`config.mk`:
```
export PLATFORM = sky130hd
export DESIGN_NAME = mtap_tap_ctrl
export DESIGN_NICKNAME = d
export VERILOG_FILES = /design/src/rtl/mtap_ctrl_pkg.sv /design/src/rtl/mtap_tap_fsm.sv /design/src/rtl/mtap_tap_ctrl.sv
export SDC_FILE = /design/constraint.sdc
export NUM_CORES = 1
export LEC_CHECK = 0
export CORE_MARGIN = 1
export CORE_UTILIZATION = 45
export CTS_BUF_LIST = sky130_fd_sc_hd__clkbuf_4
export DETAILED_ROUTE_END_ITERATION = 10
export HOLD_SLACK_MARGIN = 0.05
export PLACE_DENSITY = 0.73
export SYNTH_ARGS = -nofsm -noshare
export SYNTH_HDL_FRONTEND = slang
export SYNTH_SLANG_ARGS = --single-unit
```
`constraint.sdc`:
```
create_clock -name atappris_tck -period 2.29 [get_ports atappris_tck]
set_clock_uncertainty 0.1 [all_clocks]
set_input_delay 0.687 -clock atappris_tck [delete_from_list [all_inputs] [get_ports atappris_tck]]
set_output_delay 0.687 -clock atappris_tck [all_outputs]
set_load 0.01 [all_outputs]
```
`src/rtl/mtap_ctrl_pkg.sv`:
```
// Shared TAP controller types: 1149.1 state encodings, IR capture pattern and next-state rule.
package mtap_ctrl_pkg;

    typedef enum logic [3:0] {
        TAP_EX2_DR = 4'h0,
        TAP_EX1_DR = 4'h1,
        TAP_SH_DR  = 4'h2,
        TAP_PAU_DR = 4'h3,
        TAP_SEL_IR = 4'h4,
        TAP_UPD_DR = 4'h5,
        TAP_CAP_DR = 4'h6,
        TAP_SEL_DR = 4'h7,
        TAP_EX2_IR = 4'h8,
        TAP_EX1_IR = 4'h9,
        TAP_SH_IR  = 4'hA,
        TAP_PAU_IR = 4'hB,
        TAP_RTI    = 4'hC,
        TAP_UPD_IR = 4'hD,
        TAP_CAP_IR = 4'hE,
        TAP_TLR    = 4'hF
    } tap_state_t;

    localparam logic [1:0] IR_CAPTURE_PAT = 2'b01;

    // 1149.1 transition graph; any state not named under a tms value holds.
    function automatic tap_state_t tap_next(input tap_state_t s, input logic tms);
        tap_state_t n;
        n = s;
        unique case (s)
            TAP_TLR:    n = tms ? TAP_TLR    : TAP_RTI;
            TAP_RTI:    n = tms ? TAP_SEL_DR : TAP_RTI;
            TAP_SEL_DR: n = tms ? TAP_SEL_IR : TAP_CAP_DR;
            TAP_SEL_IR: n = tms ? TAP_TLR    : TAP_CAP_IR;
            TAP_CAP_DR: n = tms ? TAP_EX1_DR : TAP_SH_DR;
            TAP_SH_DR:  n = tms ? TAP_EX1_DR : TAP_SH_DR;
            TAP_EX1_DR: n = tms ? TAP_UPD_DR : TAP_PAU_DR;
            TAP_PAU_DR: n = tms ? TAP_EX2_DR : TAP_PAU_DR;
            TAP_EX2_DR: n = tms ? TAP_UPD_DR : TAP_SH_DR;
            TAP_UPD_DR: n = tms ? TAP_SEL_DR : TAP_RTI;
            TAP_CAP_IR: n = tms ? TAP_EX1_IR : TAP_SH_IR;
            TAP_SH_IR:  n = tms ? TAP_EX1_IR : TAP_SH_IR;
            TAP_EX1_IR: n = tms ? TAP_UPD_IR : TAP_PAU_IR;
            TAP_PAU_IR: n = tms ? TAP_EX2_IR : TAP_PAU_IR;
            TAP_EX2_IR: n = tms ? TAP_UPD_IR : TAP_SH_IR;
            TAP_UPD_IR: n = tms ? TAP_SEL_DR : TAP_RTI;
            default:    n = TAP_TLR;
        endcase
        return n;
    endfunction

endpackage

```
`src/rtl/mtap_tap_fsm.sv`:
```
// 16-state TAP FSM; state qualifiers are flopped from the next state so they align with the state register.
module mtap_tap_fsm
    import mtap_ctrl_pkg::*;
(
    input  logic       tck_i,
    input  logic       trst_b_i,
    input  logic       tms_i,
    output tap_state_t state_o,
    output logic       tlrs_o,
    output logic       capture_dr_o,
    output logic       shift_dr_o,
    output logic       update_dr_o,
    output logic       shift_ir_o
);

    tap_state_t state_q, state_d;
    logic       tlrs_q, capture_dr_q, shift_dr_q, update_dr_q, shift_ir_q;

    always_comb begin
        state_d = tap_next(state_q, tms_i);
    end

    always_ff @(posedge tck_i or negedge trst_b_i) begin
        if (!trst_b_i) begin
            state_q      <= TAP_TLR;
            tlrs_q       <= 1'b1;
            capture_dr_q <= 1'b0;
            shift_dr_q   <= 1'b0;
            update_dr_q  <= 1'b0;
            shift_ir_q   <= 1'b0;
        end else begin
            state_q      <= state_d;
            tlrs_q       <= (state_d == TAP_TLR);
            capture_dr_q <= (state_d == TAP_CAP_DR);
            shift_dr_q   <= (state_d == TAP_SH_DR);
            update_dr_q  <= (state_d == TAP_UPD_DR);
            shift_ir_q   <= (state_d == TAP_SH_IR);
        end
    end

    assign state_o      = state_q;
    assign tlrs_o       = tlrs_q;
    assign capture_dr_o = capture_dr_q;
    assign shift_dr_o   = shift_dr_q;
    assign update_dr_o  = update_dr_q;
    assign shift_ir_o   = shift_ir_q;

endmodule

```
`src/rtl/mtap_tap_ctrl.sv`:
```
// mTAP sequencer: TAP FSM plus IR shift/hold registers and the one-hot DR select decoder.
module mtap_tap_ctrl
    import mtap_ctrl_pkg::*;
#(
    parameter int unsigned CTRL_IR_WIDTH = 8,
    parameter int unsigned CTRL_NUM_REGS = 4,
    parameter logic [CTRL_NUM_REGS*CTRL_IR_WIDTH-1:0] CTRL_OPCODES = {8'h11, 8'h10, 8'h0C, 8'hFF},
    parameter logic [CTRL_IR_WIDTH-1:0] CTRL_IR_RESET_VAL = 8'h0C
) (
    input  logic                     atappris_tck,
    input  logic                     powergoodrst_trst_b,
    input  logic                     ftap_tms,
    input  logic                     ftap_tdi,
    output logic [3:0]               mtap_fsm_state,
    output logic                     mtap_fsm_tlrs,
    output logic                     mtap_fsm_capture_dr,
    output logic                     mtap_fsm_shift_dr,
    output logic                     mtap_fsm_update_dr,
    output logic                     mtap_fsm_shift_ir,
    output logic                     mtap_irreg_serial_out,
    output logic [CTRL_IR_WIDTH-1:0] mtap_irreg_ir,
    output logic [CTRL_NUM_REGS-1:0] mtap_irdecoder_drselect
);

    tap_state_t                 state;
    logic [CTRL_IR_WIDTH-1:0]   ir_sh_q, ir_sh_d;
    logic [CTRL_IR_WIDTH-1:0]   ir_hold_q, ir_hold_d;
    logic [CTRL_NUM_REGS-1:0]   drsel;
    logic                       hit;

    mtap_tap_fsm u_fsm (
        .tck_i        (atappris_tck),
        .trst_b_i     (powergoodrst_trst_b),
        .tms_i        (ftap_tms),
        .state_o      (state),
        .tlrs_o       (mtap_fsm_tlrs),
        .capture_dr_o (mtap_fsm_capture_dr),
        .shift_dr_o   (mtap_fsm_shift_dr),
        .update_dr_o  (mtap_fsm_update_dr),
        .shift_ir_o   (mtap_fsm_shift_ir)
    );

    // Hold only ever loads a complete shreg in UPD_IR, so a reset mid-shift can never leak partial bits.
    always_comb begin
        ir_sh_d   = ir_sh_q;
        ir_hold_d = ir_hold_q;
        if (state == TAP_CAP_IR) begin
            ir_sh_d = CTRL_IR_WIDTH'(IR_CAPTURE_PAT);
        end else if (state == TAP_SH_IR) begin
            ir_sh_d = {ftap_tdi, ir_sh_q[CTRL_IR_WIDTH-1:1]};
        end
        if (state == TAP_UPD_IR) begin
            ir_hold_d = ir_sh_q;
        end else if (state == TAP_TLR) begin
            ir_hold_d = CTRL_IR_RESET_VAL;
        end
    end

    always_ff @(posedge atappris_tck or negedge powergoodrst_trst_b) begin
        if (!powergoodrst_trst_b) begin
            ir_sh_q   <= '0;
            ir_hold_q <= CTRL_IR_RESET_VAL;
        end else begin
            ir_sh_q   <= ir_sh_d;
            ir_hold_q <= ir_hold_d;
        end
    end

    // Lowest matching slot wins; no match falls back to BYPASS in slot 0.
    always_comb begin
        drsel = '0;
        hit   = 1'b0;
        for (int unsigned i = 0; i < CTRL_NUM_REGS; i++) begin
            if (!hit && (ir_hold_q == CTRL_OPCODES[i*CTRL_IR_WIDTH +: CTRL_IR_WIDTH])) begin
                drsel[i] = 1'b1;
                hit      = 1'b1;
            end
        end
        if (!hit) begin
            drsel = CTRL_NUM_REGS'(1);
        end
    end

    assign mtap_fsm_state          = state;
    assign mtap_irreg_serial_out   = ir_sh_q[0];
    assign mtap_irreg_ir           = ir_hold_q;
    assign mtap_irdecoder_drselect = drsel;

endmodule

```
# Word-level counts from Yosys, hierarchy flattened
# Index checks and enable logic that the tools add are counted.
dict set report classes {
  eq_ne 24
  n_mux 25
  reduce_logical 12
}
# cell n
set ops {}
lappend ops {{$pmux W4 S12} 1}
lappend ops {{$eq A4 B4 Y1 const B} 10}
lappend ops {{$mux W8} 4}
lappend ops {{$eq A4 B3 Y1 const B} 6}
lappend ops {{$eq A8 B5 Y1 const B} 2}
lappend ops {{$eq A4 B2 Y1 const B} 3}
lappend ops {{$mux W2} 6}
lappend ops {{$mux W3} 4}
lappend ops {{$eq A8 B4 Y1 const B} 1}
lappend ops {{$eq A8 B8 Y1 const B} 1}
lappend ops {{$mux W1} 8}
lappend ops {{$mux W4} 2}
lappend ops {{$eq A4 B1 Y1 const B} 1}
lappend ops {{$logic_not A4 Y1} 1}
lappend ops {{$reduce_bool A2 Y1} 2}
lappend ops {{$reduce_or A2 Y1} 2}
lappend ops {{$logic_and A1 B1 Y1} 3}
lappend ops {{$logic_not A1 Y1} 3}
lappend ops {{$reduce_or A3 Y1} 1}
dict set report totals {
  elab_cells 69
  in_bits 4
  out_inout_bits 22
  register_bits 25
}

# Depth between registers and ports, before layout
# Gate-level depths: netlist of run 1.
dict set report depth {
  depth_word 12
  depth_mapped 5
  ltp_nobuf 4
}

# Hierarchy
# From an unflattened synthesis of run 1, not the netlist that was laid out.
dict set report unflattened {
  cells_unflattened 101
  hier_area_um2 1260.0
}
# module instances seq_area_each_um2 area_each_um2 cells_each
set modules_own_cells {}
lappend modules_own_cells {mtap_tap_ctrl 1 402.9 827.0 63}
lappend modules_own_cells {mtap_tap_fsm 1 231.5 432.9 38}

# Worst setup path after synthesis of run 1
# Ideal clock, no wire load.
dict set report synth_timing {
  kind {register to output}
  startpoint {register ir_hold_q[1] (netlist: mtap_irreg_ir[1])}
  endpoint {output port mtap_irdecoder_drselect[3]}
  path_stages_with_launch 3
  path_slack_ps 442
  required_time_ps 1503
  path_buffers 0
  arrival_time_ps 1061
  cell_sequence {dfrtp_1 -> nor4_1 -> and3_1}
}
dict set report synth_via {
  elab_chain_cells 12
  elab_cells_between_ends 16
  classes_between {eq/ne (4); mux (6); reduce/logical (6)}
}
# element line_no
set synth_lines {}
lappend synth_lines {{start, declared} mtap_tap_ctrl.sv:27} ;# logic [CTRL_IR_WIDTH-1:0] ir_hold_q, ir_hold_d;
lappend synth_lines {{start signal, assigned} mtap_tap_ctrl.sv:65} ;# ir_hold_q <= ir_hold_d;
lappend synth_lines {{$eq A8 B8 Y1} mtap_tap_ctrl.sv:74} ;# if (!hit && (ir_hold_q == CTRL_OPCODES[i*CTRL_IR_WIDTH +: CTRL_IR_WIDTH])) begin
lappend synth_lines {{$mux W1} mtap_tap_ctrl.sv:74}
lappend synth_lines {{$logic_not A1 Y1} mtap_tap_ctrl.sv:74}
lappend synth_lines {{$logic_and A1 B1 Y1} mtap_tap_ctrl.sv:74}
lappend synth_lines {{$mux W1} mtap_tap_ctrl.sv:74}
lappend synth_lines {{$logic_not A1 Y1} mtap_tap_ctrl.sv:74}
lappend synth_lines {{$logic_and A1 B1 Y1} mtap_tap_ctrl.sv:74}
lappend synth_lines {{$mux W1} mtap_tap_ctrl.sv:74}
lappend synth_lines {{$logic_not A1 Y1} mtap_tap_ctrl.sv:74}
lappend synth_lines {{$logic_and A1 B1 Y1} mtap_tap_ctrl.sv:74}
lappend synth_lines {{$mux W1} mtap_tap_ctrl.sv:74}
lappend synth_lines {{$mux W4 (*)} mtap_tap_ctrl.sv:79} ;# if (!hit) begin
lappend synth_lines {{end, declared} mtap_tap_ctrl.sv:22} ;# output logic [CTRL_NUM_REGS-1:0] mtap_irdecoder_drselect
# Mark *: on every way between the ends. The rest lies on a longest branch, timed or not.

# Worst setup path in the final report of run 1
dict set report layout_timing {
  startpoint {register ir_hold_q[6] (netlist: mtap_irreg_ir[6])}
  endpoint {output port mtap_irreg_ir[6]}
}
# element line_no
set layout_lines {}
lappend layout_lines {{end, declared} mtap_tap_ctrl.sv:21} ;# output logic [CTRL_IR_WIDTH-1:0] mtap_irreg_ir,
# No word-level cell between the ends.

==> metrics.txt, run 1 <==
Hold Path Origin mtap_irreg_ir[3]; Post-synth top flop dfrtp_1; Yosys reg bits 25; Reg power frac 37.2%; RSZ-0062 raised after global routing true; Die Width 52.66 um; CP peak stage delay 0.47 ns; R2R cell count 5; largest fanout on the critical path 2; diode count 0; DRT iter0 DRCs 8; Placed Area 0.001444 mm2; CTS Sinks 25; crit-path cells buf_4 -> buf_4 -> clkdlybuf4s50_1; 1st-pass router iterations 4; status finished, final reports clean; fmax 447.0 MHz; H-tree levels 1; GRT Total Usage 19.30%; # rows 17; Final period util 97.68%; Worst-path clk slew 0.13 ns; yosys warns 0; Post-synth EDFFs 0; Layout area overhead 31.53%; Setup Crit Path Kind flip-flop to primary output; GRT overflow 0; Startpoint Class flip-flop; GR Util met2 28.69%; largest net degree at the start of global routing 26; wirelength, routed 2141 um; number of buffers created by CTS 3; worst vdd ir 0.8628 mV; CTS tree done; most used routing layer met2; Rel. slew slack 68.11%; met3 track demand over resource 2.609%; Sum Neg Setup Slack 0 ns; post-DR wirelength/cell 11.96 um; WP data arrival 1.45 ns; fillers 194; destination of the worst hold path mtap_irreg_ir[3]; Cell Pwr Density 1287 mW/mm2; FFs w/ async S/R, synth 100.0%; count of final hold-check violations 0; CTS Hold Buffers Added 0; core area 0.002318 mm2; share of post-route cells with drive strength above 1 23.84%; vias in the first global route 825; sw frac 36.32%; Critical-path top delay cell clkdlybuf4s50_1; Routed Antenna Nets 0; final hold slack 0.4136 ns; I/O Pins 26; DRC 0; die height 52.66 um; post-DR vias/cell 5.006; Max Cap Viol 0; Gate power share 52.2%; global-route wire length before repair 3801 um; post-synthesis cell type count 30; sequential share of the synthesized area 54.93%; Cells after Synth 117; WP data required 1.50 ns; worst-skew pair later-pin latency 0.31 ns; hpwl dp 1449 um; leakage 0.6536 nW; post-route cell area 0.001519 mm2; Clock Path Buffers 2; internal power 1.245 mW; final net count 156; Starting Density 49.81%; die area 0.002773 mm2; worst hold stages 2; final setup fails 0; min Tclk post-route 2.237 ns; fin. max-slew vios 0; worst reg2reg path endpoint u_fsm.tlrs_o; GRT met1 Usage 27.02%; Clk pwr share 10.6%; initial antenna violation count 0; mean area per synthesized cell 9.871 um2; Hold Crit Class flip-flop to flip-flop; Psw 0.7099 mW; slew of the pin with the lowest slew margin 0.4769 ns; reg-to-reg slack, setup 0.49 ns; IO buf count 25; most used cell, CP buf_4; syn_nets 121; Setup crit end kind primary output; RD Place Congestion 0.7608; clock root buffer master clkbuf_4; Reg2Reg Launch Point u_fsm.state_o[2]; total number of vias 896; cell area after synthesis 0.001155 mm2
==> cells by family after synthesis <==
family	Yosys count	synth area share, %
simple gates	57	26.87
compound gates	26	13.33
flops	25	54.93
buf+inv	9	4.875
==> cells in the mapped netlist (2+ instances only) <==
| library cell | n | area [um2] |
|---|---|---|
| nand2_1 | 21 | 78.83 |
| o21ai_0 | 19 | 95.09 |
| dfrtp_1 | 18 | 450.4 |
| nand2b_1 | 15 | 93.84 |
| dfstp_2 | 7 | 183.9 |
| nor2_1 | 4 | 15.01 |
| clkbuf_1 | 3 | 11.26 |
| nor3_1 | 3 | 15.01 |
| and2_1 | 2 | 12.51 |
| inv_1 | 2 | 7.510 |
| nor3b_1 | 2 | 15.01 |
| o211ai_1 | 2 | 15.01 |
| or2b_2 | 2 | 17.52 |
==> power by group through the flow <==
stage | clock network [mW] | registers, mW | logic (mW)
2_1_floorplan | 0 | 0.791 | 0.495
3_5_place_dp | 0 | 0.758 | 0.931
4_1_cts | 0.213 | 0.722 | 1.01
6_report | 0.206 | 0.727 | 1.02
3_3_place_gp | 0 | 0.750 | 0.916
5_1_grt | 0.229 | 0.750 | 1.14
==> state kept, by name, summed over array words and instances (netlist names) <==
register            count
u_fsm.update_dr_o       1
ir_sh_q                 8
mtap_irreg_ir           8
u_fsm.capture_dr_o      1
u_fsm.state_o           4
u_fsm.shift_dr_o        1
u_fsm.shift_ir_o        1
u_fsm.tlrs_o            1
==> critical path: cells and delay by family (launching register included) <==
family	cells	cell delay [ns]
buf+inv	3	0.72
flops	1	0.41
==> final cells by class <==
type	count	area, um2	area share, %
well taps	28	35.03	2.306
inverters	2	7.507	0.4942
flip-flops and latches	25	634.4	41.76
clock buffers	4	30.03	1.977
repair buffers	37	319.1	21.00
multi-input cells	83	493.0	32.45
==> cell usage in the layout, fill, tap and decap left out, drive strengths merged <==
master	count
a21boi	1
a21oi	2
a311oi	1
and2	2
and2b	1
and3	1
and4b	1
buf	15
clkbuf	5
clkdlybuf4s50	20
dfrtp	18
dfstp	7
dlygate4sd2	1
inv	2
nand2	21
nand2b	15
nand3	1
nand3b	1
nor2	4
nor3	3
nor3b	2
nor4	1
nor4bb	1
o211ai	2
o21a	1
o21ai	19
or2b	2
or3b	1
==> what timing repair did <==
action / 4_1_cts / 5_1_grt
setup buffers: 4 / 1
resized for setup: 18 / 3
gates cloned: 0 / 0
endpoints found under the setup margin: 6 / 3
pin swaps: 2 / 1
==> worst max path at each step <==
stage	cells past startpoint	startpoint	to	slack [ns]
2_1_floorplan	2	mtap_irreg_ir[1]	mtap_irdecoder_drselect[3]	0.44
6_report	3	mtap_irreg_ir[6]	mtap_irreg_ir[6]	0.05
4_1_cts	3	mtap_irreg_ir[2]	mtap_irdecoder_drselect[0]	0.01
5_1_grt	5	mtap_irreg_ir[6]	mtap_irdecoder_drselect[2]	-0.02
3_5_place_dp	3	mtap_irreg_ir[2]	mtap_irdecoder_drselect[1]	-0.05
3_3_place_gp	3	mtap_irreg_ir[2]	mtap_irdecoder_drselect[1]	0.02
==> layer usage <==
metal / vias up / part of all wire (%)
met5: - / 0
met3: 4 / 3.5
met2: 19 / 44
met4: 0 / 2.2
met1: 413 / 50
li1: 460 / -
==> per-stage QoR <==
| step | setup WS [ns] | power, mW | instances | util [%] |
|---|---|---|---|---|
| 2_1_floorplan | 0.4419 | 1.287 | 117 | - |
| 3_3_place_gp | 0.02025 | 1.666 | 170 | 62.28 |
| 3_5_place_dp | -0.05175 | 1.689 | 170 | 62.28 |
| 4_1_cts | 0.01252 | 1.944 | 178 | 65.03 |
| 5_1_grt | -0.02273 | 2.122 | 179 | 65.52 |
| 6_report | 0.05309 | 1.954 | 179 | 65.52 |
(Power assumes the default switching activity.)
==> run 2: changes to the inputs <==
Settings changed: ABC_CLOCK_PERIOD_IN_PS from default to 2290, PLACE_DENSITY 0.73 to 0.84.
==> metrics.txt, run 2 (synthesis gave the netlist of run 1 again) <==
status finished, violations left; failing checks setup timing; R2R cell count 5; DRT iter0 DRCs 15; worst vdd ir 0.7104 mV; final worst slack -0.01035 ns; final non-filler cell total 179; GRT Total Usage 18.94%; leakage 0.6539 nW; Reg power frac 36.9%; pre-CTS setup slack -0.04019 ns; core area 0.002318 mm2; GRT overflow 0; 1st-pass router iterations 4; DRC 0; dpl cells 169; worst hold stages 2; Cell Pwr Density 1295 mW/mm2; most common cell after layout, fill and taps aside nand2_1; WP data required 1.50 ns; Worst-path clk slew 0.13 ns; Psw 0.7162 mW; final net count 156; RSZ-0062 raised after global routing true; most frequent cells in the layout nand2_1, clkdlybuf4s50_1, o21ai_0, dfrtp_1, nand2b_1; fmax 434.7 MHz; Hold Crit Class flip-flop to flip-flop; initial antenna violation count 0; clock root buffer master clkbuf_4; largest net degree at the start of global routing 26; CTS Sinks 25; count of final hold-check violations 0; H-tree levels 1; Setup Crit Path Kind flip-flop to primary output; I/O Pins 26; Gate power share 52.8%; Max Cap Viol 0; Starting Density 49.81%; internal power 1.246 mW; # rows 17; sw frac 36.50%; diode count 0; Layout area overhead 31.20%; share of post-route cells with drive strength above 1 23.18%; post-DR vias/cell 5.140; Tot Pwr 1.962 mW; CTS tree done; Rel. slew slack 67.96%; Startpoint Class flip-flop; WP data arrival 1.51 ns; post-DR wirelength/cell 12.20 um; hpwl dp 1596 um; die area 0.002773 mm2; final setup fails 1; Clock Path Buffers 2; IO buf count 25; global-route wire length before repair 3719 um; RD Place Congestion 0.7478; slew of the pin with the lowest slew margin 0.4791 ns; Routed Antenna Nets 0; worst reg2reg path endpoint u_fsm.tlrs_o; vias in the first global route 880; Setup crit end kind primary output; post-route cell area 0.001515 mm2; Reg2Reg Launch Point u_fsm.state_o[2]; die height 52.66 um; largest fanout on the critical path 2; min Tclk post-route 2.300 ns; wirelength, routed 2183 um; Sum Neg Setup Slack -0.01035 ns; Hold Path Origin ir_sh_q[1]; Placed Area 0.001436 mm2; number of buffers created by CTS 3; total number of vias 920; Clk pwr share 10.4%; worst-skew pair later-pin latency 0.31 ns; reg-to-reg slack, setup 0.48 ns; Die Width 52.66 um; final hold slack 0.4258 ns; destination of the worst hold path ir_sh_q[1]; Final Util 65.35%; fin. max-slew vios 0; Final period util 100.5%; CTS Hold Buffers Added 0
## run 2: worst max-delay path: stages (launching register included)
cell and delay (ns):
dfstp_2 0.55, nor4bb_4 0.30, buf_4 0.15, o21ai_1 0.06
buf_2 0.14
## run 2: worst max-delay path by stage
stage                                 from                    endpoint  depth (start not counted)
after floorplan           mtap_irreg_ir[1]  mtap_irdecoder_drselect[3]                          2
after global placement    mtap_irreg_ir[2]  mtap_irdecoder_drselect[1]                          3
after detailed placement  mtap_irreg_ir[2]  mtap_irdecoder_drselect[1]                          3
after CTS                 mtap_irreg_ir[3]  mtap_irdecoder_drselect[1]                          3
after global routing      mtap_irreg_ir[2]  mtap_irdecoder_drselect[0]                          4
final                     mtap_irreg_ir[2]  mtap_irdecoder_drselect[0]                          4
## run 2: area by class of cell
type | count | area [um2]
clock buffers | 4 | 30.03
fillers | 177 | 803.3
inverters | 2 | 7.507
multi-input cells | 83 | 490.5
flip-flops and latches | 25 | 634.4
well taps | 28 | 35.03
repair buffers | 37 | 317.8
## run 2: power by group through the flow
| stage | sequential (mW) | combinational, mW | clock [mW] |
|---|---|---|---|
| after floorplan | 0.791 | 0.495 | 0 |
| after global placement | 0.748 | 0.909 | 0 |
| after detailed placement | 0.762 | 0.938 | 0 |
| after CTS | 0.721 | 1.03 | 0.214 |
| after global routing | 0.746 | 1.14 | 0.234 |
| final | 0.724 | 1.04 | 0.203 |
## run 2: repair_timing
action                     4_1_cts  5_1_grt
resized for setup               21        2
pin swaps                        3        2
setup buffers                    5        1
setup endpoints to repair        7        3
## run 2: per-layer routing
metal  GRT usage (%)  wire length, um  up-vias
met5               0                0        -
met2           30.38             1113       26
met4           11.84               40        0
met3           2.029               74        4
li1                -                -      456
met1           24.25              955      434
==> run 3: changes to the inputs <==
Settings changed: PLACE_DENSITY 0.84 to 0.83.
==> metrics.txt, run 3 (synthesis gave the netlist of run 1 again) <==
total number of vias 929; RD Place Congestion 0.7424; worst-skew pair later-pin latency 0.31 ns; share of post-route cells with drive strength above 1 21.48%; I/O Pins 26; Worst-path clk slew 0.13 ns; die height 52.66 um; RSZ-0062 raised after global routing true; worst vdd ir 1.007 mV; Max Cap Viol 0; initial antenna violation count 0; largest fanout on the critical path 4; most common cell after layout, fill and taps aside nand2_1; leakage 0.6397 nW; count of final hold-check violations 0; Final period util 99.73%; final worst slack 0.006284 ns; slew of the pin with the lowest slew margin 0.4809 ns; final hold slack 0.4216 ns; Layout area overhead 29.47%; final net count 154; final setup fails 0; wirelength, routed 2239 um; DRC 0; WP data arrival 1.50 ns; CTS tree done; Die Width 52.66 um; core area 0.002318 mm2; post-DR vias/cell 5.249; Setup crit end kind primary output; largest net degree at the start of global routing 26; Routed Antenna Nets 0; min Tclk post-route 2.284 ns; Clock Path Buffers 2; Startpoint Class flip-flop; global-route wire length before repair 3898 um; Starting Density 49.81%; H-tree levels 1; post-DR wirelength/cell 12.65 um; Tot Pwr 1.941 mW; diode count 0; 1st-pass router iterations 4; WP data required 1.50 ns; DRT iter0 DRCs 14; GRT Total Usage 19.51%; # rows 17; CTS Hold Buffers Added 0; CTS Sinks 25; Cell Pwr Density 1298 mW/mm2; clock root buffer master clkbuf_4; vias in the first global route 882; number of buffers created by CTS 3; Rel. slew slack 67.85%; fin. max-slew vios 0; hpwl dp 1601 um; fmax 437.9 MHz; final non-filler cell total 177; IO buf count 25; die area 0.002773 mm2; dpl cells 169; status finished, final reports clean; Setup Crit Path Kind flip-flop to primary output; pre-CTS setup slack -0.03584 ns; most frequent cells in the layout nand2_1, clkdlybuf4s50_1, o21ai_0, dfrtp_1, nand2b_1; GRT overflow 0; Hold Crit Class flip-flop to flip-flop
## run 3: final cells by class
type / instances / area (um2)
well taps: 28 / 35.03
clock buffers: 4 / 30.03
flip-flops and latches: 25 / 634.4
repair buffers: 35 / 304.0
multi-input cells: 83 / 484.2
fillers: 189 / 823.3
inverters: 2 / 7.507
## run 3: critical path, cell delays in order, from the launching register on
cell	delay, ns
dfstp_2	0.59
nor4bb_4	0.30
and2_1	0.17
buf_2	0.13
## run 3: final timing paths
path / slack, ns / cells after the start / start / end
worst max-delay path: 0.006 / 3 / mtap_irreg_ir[3] / mtap_irdecoder_drselect[1]
worst min-delay path: 0.42 / 2 / mtap_irreg_ir[7] / mtap_irreg_ir[7]
worst max register to register: 0.46 / 5 / u_fsm.state_o[2] / u_fsm.tlrs_o
worst min register to register: 0.42 / 2 / mtap_irreg_ir[7] / mtap_irreg_ir[7]
max in group asynchronous: 1.19 / 2 / powergoodrst_trst_b / u_fsm.tlrs_o
min in group asynchronous: 0.61 / 2 / powergoodrst_trst_b / u_fsm.shift_ir_o
## run 3: per-layer routing
metal,wire [um],global-route usage (%),vias to the layer above
met2,1193,35.02,15
li1,-,-,453
met5,0,0,-
met4,28,6.579,0
met3,64,2.609,4
met1,953,23.73,457
## run 3: stage by stage
stage	TNS (ns)	instance area [um2]	utilization, %
floorplan	0	1155	-
global placement	0	1436	61.95
detailed placement	-0.03584	1436	61.95
CTS	-0.02148	1508	65.03
global route	-0.1516	1495	64.49
finish	0	1495	64.49
## run 3: where the power goes
part | switching (mW) | internal (mW)
registers | 0.102 | 0.627
logic | 0.494 | 0.512
clock network | 0.125 | 0.0800
total | 0.722 | 1.22
## run 3: what timing repair did
item                       4_1_cts  5_1_grt
gates resized for setup         18        3
gates cloned                     0        0
buffers inserted                 4        0
pin swaps                        1        3
setup endpoints to repair        7        2
==> RTL change, RTL diff (settings of run 1) <==
`CTRL_IR_WIDTH`: 8 -> 12.
--- a/src/rtl/mtap_tap_ctrl.sv
+++ b/src/rtl/mtap_tap_ctrl.sv
@@ -2,7 +2,7 @@
 module mtap_tap_ctrl
     import mtap_ctrl_pkg::*;
 #(
-    parameter int unsigned CTRL_IR_WIDTH = 8,
+    parameter int unsigned CTRL_IR_WIDTH = 12,
     parameter int unsigned CTRL_NUM_REGS = 4,
     parameter logic [CTRL_NUM_REGS*CTRL_IR_WIDTH-1:0] CTRL_OPCODES = {8'h11, 8'h10, 8'h0C, 8'hFF},
     parameter logic [CTRL_IR_WIDTH-1:0] CTRL_IR_RESET_VAL = 8'h0C
Interface: changed (resized mtap_irreg_ir); port bits go from 26 to 30. No check against the original RTL was run, so the function may have changed too.
==> RTL change against run 1 <==
The flow now finishes with violations (setup timing). Highest routed layer unchanged. Cell count is 33% higher. Sequential cell count is 8 higher. Power is 13% higher. Cell area is 25% higher. Setup slack worse by 0.059 ns. Count of clock-buffer cells in the layout is 1 higher. Synthesized area is 31% higher. Wire length is 30% higher. Sequential share of layout area is 2.1 points higher. Sequential power is 21% higher. Global-route usage is 0.78 points lower.
==> RTL change: results (changes against run 1) <==
{
  "layout": {
    "post_layout_nonfiller_instances": {"value": 238, "change": "+33%"},
    "post_route_cells_drive_above_1_share": {"value": 17.0, "unit": "%", "change": "-6.8 points"}
  },
  "sta": {
    "fin_tns_setup": {"value": -0.00625, "unit": "ns", "change": "-0.00625 ns"},
    "finalHoldWorstSlack": {"value": 0.398, "unit": "ns", "change": "-0.0155 ns"},
    "slew_of_the_pin_with_the_lowest_slew_margin": {"value": 0.396, "unit": "ns", "change": "-0.0813 ns"},
    "final_setup_margin": {"value": -0.00625, "unit": "ns", "change": "-0.0593 ns"},
    "setup-violations-final": {"value": 1, "change": "+1"}
  },
  "pwr": {
    "total_leakage_power": {"value": 0.802, "unit": "nW", "change": "+23%"}
  },
  "hold_path": {
    "holdPathEnd": "mtap_irreg_ir[2]$_DFFE_PN1P_"
  },
  "synthesis": {
    "post_synth_num_cell_types": {"value": 28, "change": "-6.7%"},
    "synthesized_netlist_net_count": {"value": 161, "change": "+33%"},
    "synth_top_cells_by_count": "sky130_fd_sc_hd__nand2_1 (30), sky130_fd_sc_hd__dfrtp_1 (26), sky130_fd_sc_hd__nand2b_1 (23)",
    "syn-mean-instance-area": {"value": 9.60, "unit": "um2", "change": "-2.7%"},
    "synth-compound-area-share": {"value": 11.4, "unit": "%", "change": "-2.0 points"},
    "yosysSeqAreaShare": {"value": 55.4, "unit": "%", "change": "+0.42 points"},
    "yosys-top-cells-area": "sky130_fd_sc_hd__dfrtp_1 (43%), sky130_fd_sc_hd__dfstp_2 (12%), sky130_fd_sc_hd__nand2b_1 (9.5%)"
  },
  "route": {
    "drtIter0Drc": {"value": 74, "change": "+66"},
    "via_per_inst": {"value": 5.04, "change": "+0.64%"}
  },
  "global_route": {
    "grt_pass1_wl": {"value": 4820, "unit": "um", "change": "+27%"},
    "grt_use_total": {"value": 18.5, "unit": "%", "change": "-0.78 points"},
    "grt_pass1_vias": {"value": 1111, "change": "+35%"}
  },
  "worst_setup_path": {
    "slowest_delay": {"value": 0.41, "unit": "ns", "change": "-0.06 ns"},
    "worst_path_max_delay_cell": "sky130_fd_sc_hd__dfrtp_1",
    "regToRegSetupSlack": {"value": 0.75, "unit": "ns", "change": "+0.26 ns"},
    "r2r_end": "u_fsm.state_o[1]$_DFF_PN1_"
  },
  "run_status": {
    "failed_checks": "setup timing",
    "run_status": "finished, violations left"
  },
  "place": {
    "dpl_cell_area": {"value": 1850, "unit": "um2", "change": "+28%"},
    "place.port_buffers": {"value": 29, "change": "+16%"},
    "dpl.cell_count": {"value": 228, "change": "+34%"},
    "gp_congestion": {"value": 0.752, "change": "-1.1%"},
    "detail_placement_hpwl": {"value": 1940, "unit": "um", "change": "+34%"},
    "placement.setup.worst_slack": {"value": -0.0932, "unit": "ns", "change": "-0.0415 ns"}
  },
  "clocking": {
    "cts_made_buffers": {"value": 5, "change": "+2"},
    "path_clk_slew": {"value": 0.09, "unit": "ns", "change": "-0.04 ns"}
  }
}
-- RTL change: metal layers --
| metal | share of wire [%] | routed length (um) | vias to the layer above | global-route usage, % |
|---|---|---|---|---|
| met4 | 1.1 | 32 | 0 | 8.31 |
| met1 | 47 | 1320 | 569 | 24.6 |
| met3 | 5.3 | 148 | 4 | 3.90 |
| met5 | 0 | 0 | - | 0 |
| li1 | - | - | 595 | - |
| met2 | 46 | 1290 | 31 | 29.0 |
-- RTL change: final cells by class --
class	count	area, um2
Fill cell	268	1220
Timing Repair Buffer	40	353
Clock inverter	3	12.5
Sequential cell	33	835
Clock buffer	5	37.5
Tap cell	44	55.1
Multi-Input combinational cell	113	611
-- RTL change: power breakdown --
part           switching (mW)  internal (mW)  total (mW)
clock                   0.175          0.111       0.285
combinational           0.530          0.511        1.04
sequential              0.117          0.764       0.881
total                   0.821           1.39        2.21
-- RTL change: what timing repair did --
item	4_1_cts	5_1_grt
buffers inserted	2	0
gates resized for setup	16	1
pin swaps	4	0
hold buffers	0	0
setup endpoints to repair	6	4
